### src/rtl/sc_pkg.sv
// Shared types and default sizing for the stochastic stream counter.
// The FSM state encoding lives here so the bench and checkers can decode it.
package sc_pkg;

    typedef enum logic {
        IDLE  = 1'b0,
        COUNT = 1'b1
    } sc_state_e;

    localparam int SC_N  = 12;
    localparam int SC_CH = 4;

endpackage

### src/rtl/sc_ch_acc.sv
// Per-channel ones-counter for one stochastic bit stream.
// The result includes the bit present this cycle, so the owner can capture it at the final window edge.
module sc_ch_acc
    import sc_pkg::*;
#(
    parameter int N = SC_N
) (
    input  logic       clock,
    input  logic       reset_n,
    input  logic       clr,
    input  logic       en,
    input  logic       bit_in,
    output logic [N:0] result
);

    logic [N:0] acc;

    // Clear wins over enable so a back-to-back window starts from zero.
    always_ff @(posedge clock or negedge reset_n) begin
        if (!reset_n) begin
            acc <= '0;
        end else if (clr) begin
            acc <= '0;
        end else if (en) begin
            acc <= acc + {{N{1'b0}}, bit_in};
        end
    end

    assign result = acc + {{N{1'b0}}, bit_in};

endmodule

### src/rtl/sc_stream_counter.sv
// Counts ones on CH stochastic streams over 2^N-cycle windows and publishes the decoded values.
// Handshake: valid pulses for one cycle on the edge out changes; out then holds until the next pulse.
module sc_stream_counter
    import sc_pkg::*;
#(
    parameter int N       = SC_N,
    parameter int CH      = SC_CH,
    parameter int BIPOLAR = 0
) (
    input  logic                  clock,
    input  logic                  reset_n,
    input  logic                  start,
    input  logic                  cont,
    input  logic [CH-1:0]         bits_in,
    output logic [CH*(N+1)-1:0]   out,
    output logic                  valid,
    output logic                  busy
);

    localparam logic [N:0] BIAS = (BIPOLAR != 0) ? ((N+1)'(1) << (N-1)) : '0;

    sc_state_e            state;
    sc_state_e            state_nxt;
    logic [N-1:0]         cyc;
    logic                 win_end;
    logic                 acc_clr;
    logic                 acc_en;
    logic [CH*(N+1)-1:0]  res_flat;
    logic [CH*(N+1)-1:0]  out_nxt;

    assign win_end = (state == COUNT) && (cyc == '1);
    assign acc_en  = (state == COUNT);
    assign acc_clr = win_end || ((state == IDLE) && start);
    assign busy    = (state == COUNT);

    always_comb begin
        state_nxt = state;
        case (state)
            IDLE:    if (start) state_nxt = COUNT;
            COUNT:   if (win_end && !cont) state_nxt = IDLE;
            default: state_nxt = IDLE;
        endcase
    end

    always_ff @(posedge clock or negedge reset_n) begin
        if (!reset_n) begin
            state <= IDLE;
        end else begin
            state <= state_nxt;
        end
    end

    // One shared cycle counter; its wrap marks the last edge of every window.
    always_ff @(posedge clock or negedge reset_n) begin
        if (!reset_n) begin
            cyc <= '0;
        end else if (state == COUNT) begin
            cyc <= cyc + N'(1);
        end else begin
            cyc <= '0;
        end
    end

    for (genvar c = 0; c < CH; c++) begin : g_ch
        sc_ch_acc #(.N(N)) u_acc (
            .clock   (clock),
            .reset_n (reset_n),
            .clr     (acc_clr),
            .en      (acc_en),
            .bit_in  (bits_in[c]),
            .result  (res_flat[c*(N+1) +: N+1])
        );
    end

    // Bipolar decode is an offset removal on the way into the output register.
    always_comb begin
        out_nxt = '0;
        for (int c = 0; c < CH; c++) begin
            out_nxt[c*(N+1) +: N+1] = res_flat[c*(N+1) +: N+1] - BIAS;
        end
    end

    always_ff @(posedge clock or negedge reset_n) begin
        if (!reset_n) begin
            out   <= '0;
            valid <= 1'b0;
        end else begin
            valid <= win_end;
            if (win_end) begin
                out <= out_nxt;
            end
        end
    end

endmodule
### config.mk
export PLATFORM = sky130hd
export DESIGN_NAME = sc_stream_counter
export DESIGN_NICKNAME = d
export VERILOG_FILES = /design/src/rtl/sc_pkg.sv /design/src/rtl/sc_ch_acc.sv /design/src/rtl/sc_stream_counter.sv
export SDC_FILE = /design/constraint.sdc
export NUM_CORES = 1
export LEC_CHECK = 0
export ABC_AREA = 1
export BUFFER_PORTS_ARGS = -buffer_cell sky130_fd_sc_hd__buf_2
export CORE_MARGIN = 4
export CORE_UTILIZATION = 54
export CTS_CLUSTER_SIZE = 8
export DETAILED_ROUTE_END_ITERATION = 16
export HOLD_SLACK_MARGIN = 0.12
export MAX_ROUTING_LAYER = met4
export PLACE_DENSITY_LB_ADDON = 0.3
export SLEW_MARGIN = 5
export SYNTH_ARGS = -nofsm -noshare
export SYNTH_HDL_FRONTEND = slang
export SYNTH_HIERARCHICAL = 1
export SYNTH_SLANG_ARGS = --single-unit
### constraint.sdc
create_clock -name clock -period 2 [get_ports clock]
set_clock_uncertainty 0.15 [all_clocks]
set_input_delay 0.6 -clock clock [delete_from_list [all_inputs] [get_ports clock]]
set_output_delay 0.6 -clock clock [all_outputs]
set_load 0.005 [all_outputs]
Word-level counts from Yosys, hierarchy flattened --
Index checks and enable logic that the tools add are counted.
Word-level totals: bits of input ports 8, logic and storage cells 33, bits in registers 118
Operators by class: equality and inequality tests 1, reduce and logical (&&, ||, !) cells 6, muxes and demuxes 12, bitwise gates (word level) 1, add/sub/neg operators 5
Operator list (number):
- 13-bit two-way mux | 8
- 13-bit by 1-bit adder with 13-bit output | 4
- 12-bit by 1-bit adder with 12-bit output, second input constant | 1
- 12-bit == test, second input constant | 1
- 12-bit two-way mux | 1
- 1-bit logical AND | 3
- 1-bit two-way mux | 2
- 1-bit case mux with 2 select lines | 1
- 2-bit nonzero test | 1
- 1-bit zero test | 1
- 1-bit logical OR | 1
- 1-bit inverter | 1

Depth between registers and ports, before layout --
Gate-level depths: netlist (run 1).
depth after elaboration 5, gate-level depth with buffers 12, gate-level depth less buffers 10

Hierarchy --
The synthesis (run 1) kept the hierarchy.
Modules (own cells, without submodules):
- sc_ch_acc | cells an instance 112, seq. area each 325.3 um2, area each 840.8 um2, instances 4
- sc_stream_counter | cells an instance 318, seq. area each 1651.6 um2, area each 3179.3 um2, instances 1

Worst setup path before layout (run 1) --
Ideal clock, no wire load.
kind register -> register, start reg state (netlist: busy), end reg g_ch[0].u_acc.acc[0], library setup time 0.121 ns, data arrival time 1.894 ns, required time 1.729 ns, cell stages (with the launch flop) 9, slack -0.165 ns, cell sequence dfrtp_1 > nand3_1 > nor2_4 > nand2_4 > buf_6 > nand2_1 > nor2_1 > buf_2 > a22o_1
On the way: word-level cells in the longest chain between the ends 4, elaborated cells between the ends (all ways) 6
Ends and longest elaborated chain:
- start, declared | line sc_stream_counter.sv:22 | sc_state_e state;
- start signal, assigned | line sc_stream_counter.sv:49 | state <= state_nxt;
- 1-bit inverter | line sc_stream_counter.sv:33 | assign acc_clr = win_end || ((state == IDLE) && start);
- 1-bit logical AND | line sc_stream_counter.sv:33
- 1-bit logical OR * | line sc_stream_counter.sv:33
- net acc_clr | line sc_stream_counter.sv:26 | logic acc_clr;
- 13-bit two-way mux or 2-bit nonzero test (tied branches)
- end signal, assigned | line sc_ch_acc.sv:25 | acc <= acc + {{N{1'b0}}, bit_in};
- end, declared | line sc_ch_acc.sv:16 | logic [N:0] acc;
The timed path passes the listed nets; every way through them passes the cells marked *. A chain may end at the register's enable or synchronous reset.

Worst setup path after layout (run 1) --
start reg state (netlist: busy), end out busy
RTL lines:
- end, declared | line sc_stream_counter.sv:17 | output logic busy
No word-level cell between the ends.

==> results.json, run 1 <==
{
  "critPathLaunch": "busy$_DFF_PN0_",
  "route.detailed.wl_per_inst_um": 14.3,
  "place.port_buffers": 61,
  "r2r-end": "g_ch[3].u_acc/acc[0]$_DFFE_PN0P_",
  "n_fill_cell": 961,
  "cts_setup_buffers": 0,
  "antenna_found_initial": 0,
  "crit_cells": 2,
  "diodes": 0,
  "cp_data_arrival_time_ns": 1.19,
  "syn_area_per_cell_um2": 8.54,
  "rsz0062_at_grt": "no",
  "dr.pass1.iters": 5,
  "crit_path_start_kind": "register",
  "synth_flop_cell": "dfrtp_1",
  "ff2ff_setup_slack_ns": 0.14,
  "cts_tree": "built",
  "fmax_mhz": 516,
  "tightest_slew_ns": 0.409,
  "wl_met3_um": 590,
  "clock_latency_ns": 0.43,
  "via_per_inst": 5.24,
  "vdd_ir_drop_max_uv": 678,
  "hold_viol": 0,
  "cts_sinks": 118,
  "yosysSeqAreaShare_pct": 45.1,
  "numCtsBuffers": 17,
  "vias": 5324,
  "yosysTopAreaCellShare_pct": 45.1,
  "area_growth_pct": 17.4,
  "critPathCaptureType": "primary output",
  "wl_met1_mm": 6.44,
  "syn_inst": 766,
  "crit_type": "reg2out",
  "holdWs_ns": 0.312,
  "ys_seq_elements": 118,
  "min_path_type": "reg2reg",
  "grt_overflow": 0,
  "coreArea_um2": 11600,
  "htreeDepth": 4,
  "max-clock-path-buffers": 2,
  "yosysTopAreaCell": "dfrtp_1",
  "grt_max_degree": 64,
  "worstReg2RegStart": "cyc[1]$_DFF_PN0_",
  "power.density_cell_area_nw_per_um2": 897,
  "synthTopCellsByArea": "dfrtp_1, nand2_1, nand3_2",
  "syn_nets": 783,
  "die_h_um": 118,
  "gp_congestion": 0.861,
  "slew_violations": 0,
  "final_core_util_pct": 66.1,
  "drcViolationCount": 0,
  "grt_use_total_pct": 22.6,
  "cpPeakStageDelay_ns": 0.46,
  "rr_worst_depth": 10,
  "worstPathRequired_ns": 1.25,
  "die_x_um": 118,
  "num_rows": 39,
  "setup_violations": 0,
  "whs_path_depth": 2,
  "synth_common_cells": "nand2_1, dfrtp_1, inv_1, nand3_2, nand3_1",
  "p_leak_nw": 3.60,
  "min_period_ns": 1.94,
  "path_cells": "buf_6 -> buf_2",
  "final_nets": 879,
  "routed.top_layer": "met4",
  "slowest_stage": "dfrtp_2",
  "wl_met2_mm": 7.30,
  "final_layout_size_suffix_gt1_share_pct": 25.9,
  "drt_iter0_markers": 384,
  "post-synth-top-count-cell": "nand2_1",
  "root_buffer": "clkbuf_16",
  "start_util_pct": 56.3,
  "clk_pin_slew_worst_paths_ns": 0.05,
  "grt_pass1_wl_mm": 25.0,
  "cp_max_fo": 10,
  "ys_warn_count": 6,
  "slew_headroom_pct": 72.8,
  "place_hpwl_mm": 10.1,
  "max_cap_violations": 0,
  "postSynth.asyncResetShare_pct": 100,
  "grt_pass1_vias": 5392,
  "setup.worst_path.end": "busy",
  "synth-edff-count": 0,
  "synth_area_um2": 6540,
  "pin_count": 62,
  "cp.buffers_inverters": 2,
  "wl_mm": 14.6,
  "timing.final.crit_share_pct": 97.0,
  "crit_family": "flip-flops",
  "power_mw": 6.89,
  "yosysUniqueCellTypes": 29,
  "ant_nets": 0,
  "status": "finished clean",
  "die_area_um2": 13900
}
cell families after synthesis:
family	after synthesis	share of synthesized area, %
simple gates	497	38.6
buf+inv	87	7.94
xor+xnor	21	3.73
flops	118	45.1
fa+ha+maj	9	1.72
compound gates	34	2.91
metal layers:
metal	track usage [%]	vias up
li1	-	2619
met1	27.2	2580
met2	36.9	103
met3	6.01	22
met4	7.99	0
met5	-	-
what timing repair did:
item                       4_1_cts  5_1_grt
resized for setup                0        8
setup endpoints to repair        0       55
hold buffers                     1        0
hold endpoints to repair         5        0
registers in the layout (all words and copies together) (netlist names):
name / count
busy: 1
cyc: 12
g_ch.u_acc/acc: 52
out: 52
valid: 1
report_power, final:
group | internal (mW) | switching, mW
sequential | 2.61 | 0.259
combinational | 0.432 | 0.628
clock | 1.93 | 1.03
total | 4.97 | 1.91
through the flow:
step / setup slack (ns) / setup TNS, ns / std cells / area, um2
after floorplan: 0.0289 / 0 / 766 / 6550
after global placement: -0.0307 / -0.0920 / 984 / 7060
final: 0.0609 / 0 / 1017 / 7680
after global routing: 0.0211 / 0 / 1017 / 7680
after detailed placement: -0.122 / -0.788 / 984 / 7060
after CTS: 0.0188 / 0 / 1016 / 7650
cell type report:
class                      instances  area (um2)  share of cell area (%)
timing repair buffer              98         634                    8.26
clock buffer                      29         541                    7.04
sequential                       118        2950                    38.5
inverter                          66         250                    3.26
clock inverter                     2        35.0                   0.456
multi-input combinational        561        3090                    40.2
tap                              143         179                    2.33
worst min-delay path by stage:
| stage | start | slack, ns | to |
|---|---|---|---|
| after global routing | out[35]$_DFFE_PN0P_ | 0.34 | out[35]$_DFFE_PN0P_ |
| after global placement | reset_n | 0.28 | out[25]$_DFFE_PN0P_ |
| after floorplan | reset_n | 0.15 | busy$_DFF_PN0_ |
| after detailed placement | reset_n | 0.29 | out[25]$_DFFE_PN0P_ |
| after CTS | start | 0.29 | busy$_DFF_PN0_ |
| final | out[14]$_DFFE_PN0P_ | 0.31 | out[14]$_DFFE_PN0P_ |
worst min-delay path: cells and delay by family, from the launching register on:
family | cells | cell delay (ns)
flip-flops | 1 | 0.33
AND/OR/NAND/NOR | 2 | 0.09
cells in the final DEF (no fill, tap or decap), types with 4 or more instances in the layout:
cell / synthesis / layout
clkbuf_8: 5 / 7
nand2_1: 285 / 284
xor2_1: 8 / 8
inv_1: 65 / 65
xor2_2: 8 / 8
dfrtp_1: 118 / 117
clkbuf_1: 1 / 5
o21ai_0: 19 / 18
o22ai_1: 4 / 4
nand3_2: 58 / 58
nand3b_1: 5 / 5
and2_1: 20 / 20
nor2_2: 17 / 19
nand3_1: 46 / 46
nand4_1: 11 / 11
nor2_4: 10 / 10
buf_4: 0 / 30
xnor2_1: 5 / 5
ha_1: 9 / 8
buf_2: 4 / 61
a22o_1: 4 / 4
o21ai_1: 4 / 5
nor2_1: 38 / 36
clkbuf_16: 0 / 17
Power figures use the tool's default switching activity.
==> inputs of run 2 (changes only) <==
Settings changed: CTS_BUF_LIST set to sky130_fd_sc_hd__clkbuf_4 sky130_fd_sc_hd__clkbuf_8.
==> run 2 against run 1 <==
  * Via count is 0.79% lower
  * Global-route usage is 0.28 points lower
  * Cell count hardly changed
  * Sequential power hardly changed
  * Sequential share of layout area is 0.87 points higher
  * Count of clock-buffer cells in the layout stayed put
  * Utilization is 1.5 points lower
  * Clock power is 26% lower
  * Critical endpoint unchanged
==> results.json, run 2 (same netlist as run 1, synthesis figures left out) <==
{
  "die_x_um": 118,
  "slew_headroom_pct": 72.7,
  "max-clock-path-buffers": 2,
  "vdd_ir_drop_max_uv": 572,
  "pin_count": 62,
  "min_path_type": "in2reg",
  "grt_pass1_vias": 5355,
  "crit_type": "reg2out",
  "power.density_cell_area_nw_per_um2": 815,
  "dr.pass1.iters": 5,
  "num_rows": 39,
  "timing.final.crit_share_pct": 97.1,
  "cp_max_fo": 10,
  "coreArea_um2": 11600,
  "crit_path_start_kind": "register",
  "cts_sinks": 118,
  "layout_commonest_cell": "nand2_1",
  "tns_ns": 0,
  "status": "finished clean",
  "final_nets": 880,
  "setup_violations": 0,
  "diodes": 0,
  "cp_data_arrival_time_ns": 1.19,
  "final_layout_size_suffix_gt1_share_pct": 26.5,
  "cts_tree": "built",
  "max_cap_violations": 0,
  "min_period_ns": 1.94,
  "start_util_pct": 56.3,
  "via_per_inst": 5.19,
  "top_regs": "g_ch.u_acc/acc x52, out x52, cyc x12",
  "gp_congestion": 0.861,
  "route.detailed.wl_per_inst_um": 14.2,
  "dp_cells": 984,
  "clock_latency_ns": 0.45,
  "grt_overflow": 0,
  "cpPeakStageDelay_ns": 0.41,
  "slew_violations": 0,
  "grt_pass1_wl_mm": 24.8,
  "hold_viol": 0,
  "critPathCaptureType": "primary output",
  "vias": 5282,
  "p_leak_nw": 3.53,
  "area_growth_pct": 14.8,
  "worstPathRequired_ns": 1.25,
  "drcViolationCount": 0,
  "layout_common_cells": "nand2_1, dfrtp_1, inv_1",
  "fin_cells": 1018,
  "grt_max_degree": 64,
  "slowest_stage": "dfrtp_2",
  "drt_iter0_markers": 334,
  "ant_nets": 0,
  "grt_use_total_pct": 22.4,
  "numCtsBuffers": 17,
  "htreeDepth": 4,
  "die_h_um": 118,
  "clk_pin_slew_worst_paths_ns": 0.06,
  "root_buffer": "clkbuf_8",
  "tightest_slew_ns": 0.410,
  "die_area_um2": 13900,
  "wl_mm": 14.5,
  "fmax_mhz": 515,
  "antenna_found_initial": 0,
  "rsz0062_at_grt": "no",
  "place_hpwl_mm": 10.1,
  "path_cells": "buf_4 -> buf_2",
  "place.port_buffers": 61
}
-- run 2: changes by cell type in the layout (fill, tap and decap cells not counted) --
cell       change
clkbuf_16     -17
clkbuf_8      +17
clkbuf_4       +5
buf_4          +2
buf_6          -1
clkbuf_1       -5
-- run 2: what timing repair did --
action	CTS	global route
pin swaps	0	0
resized for setup	0	7
gates cloned	0	1
hold buffers	1	0
setup buffers	1	0
setup endpoints to repair	1	63
endpoints found under the hold margin	118	0
-- run 2: routing by layer --
layer	vias to the layer above	wire [um]	GRT usage [%]
met5	-	0	-
met4	0	153	7.03
met3	16	546	5.67
met2	109	7180	36.8
met1	2534	6580	27.1
li1	2623	-	-
-- run 2: per-stage QoR --
step	hold slack, ns	worst slack [ns]	instance area (um2)	power, mW	util (%)
2_1_floorplan	0.154	0.0289	6550	3.55	-
3_3_place_gp	0.282	-0.0307	7060	3.88	60.8
3_5_place_dp	0.285	-0.122	7060	3.94	60.8
4_1_cts	0.250	0.0387	7480	6.14	64.4
5_1_grt	0.301	0.00857	7510	6.46	64.7
6_report	0.311	0.0585	7510	6.12	64.7
-- run 2: final cells by class --
class	instances	area, um2
clock buffer	29	368
clock inverter	2	35.0
fill	982	4100
inverter	66	250
multi-input combinational	561	3090
sequential	118	2950
tap	143	179
timing repair buffer	99	638
-- run 2: where the power goes --
part / leakage (nW) / internal [mW] / switching [mW]
sequential: 1.34 / 2.61 / 0.254
clock: 0.214 / 1.28 / 0.920
combinational: 1.98 / 0.433 / 0.630
total: 3.53 / 4.32 / 1.80
-- run 2: path summary, 6_finish.rpt --
check	from	end	slack [ns]	cells after the start
max in group asynchronous	reset_n	g_ch[2].u_acc/acc[8]$_DFFE_PN0P_	0.76	3
min in group asynchronous	reset_n	g_ch[1].u_acc/acc[8]$_DFFE_PN0P_	0.36	2
min	start	busy$_DFF_PN0_	0.31	3
max reg2reg	cyc[1]$_DFF_PN0_	g_ch[3].u_acc/acc[0]$_DFFE_PN0P_	0.14	10
min reg2reg	out[14]$_DFFE_PN0P_	out[14]$_DFFE_PN0P_	0.31	2
max	busy$_DFF_PN0_	busy	0.06	2
-- run 2: critical path: cells and delay by family (launching register included) --
kind | cells | cell delay, ns
buffers and inverters | 2 | 0.33
flip-flops | 1 | 0.41
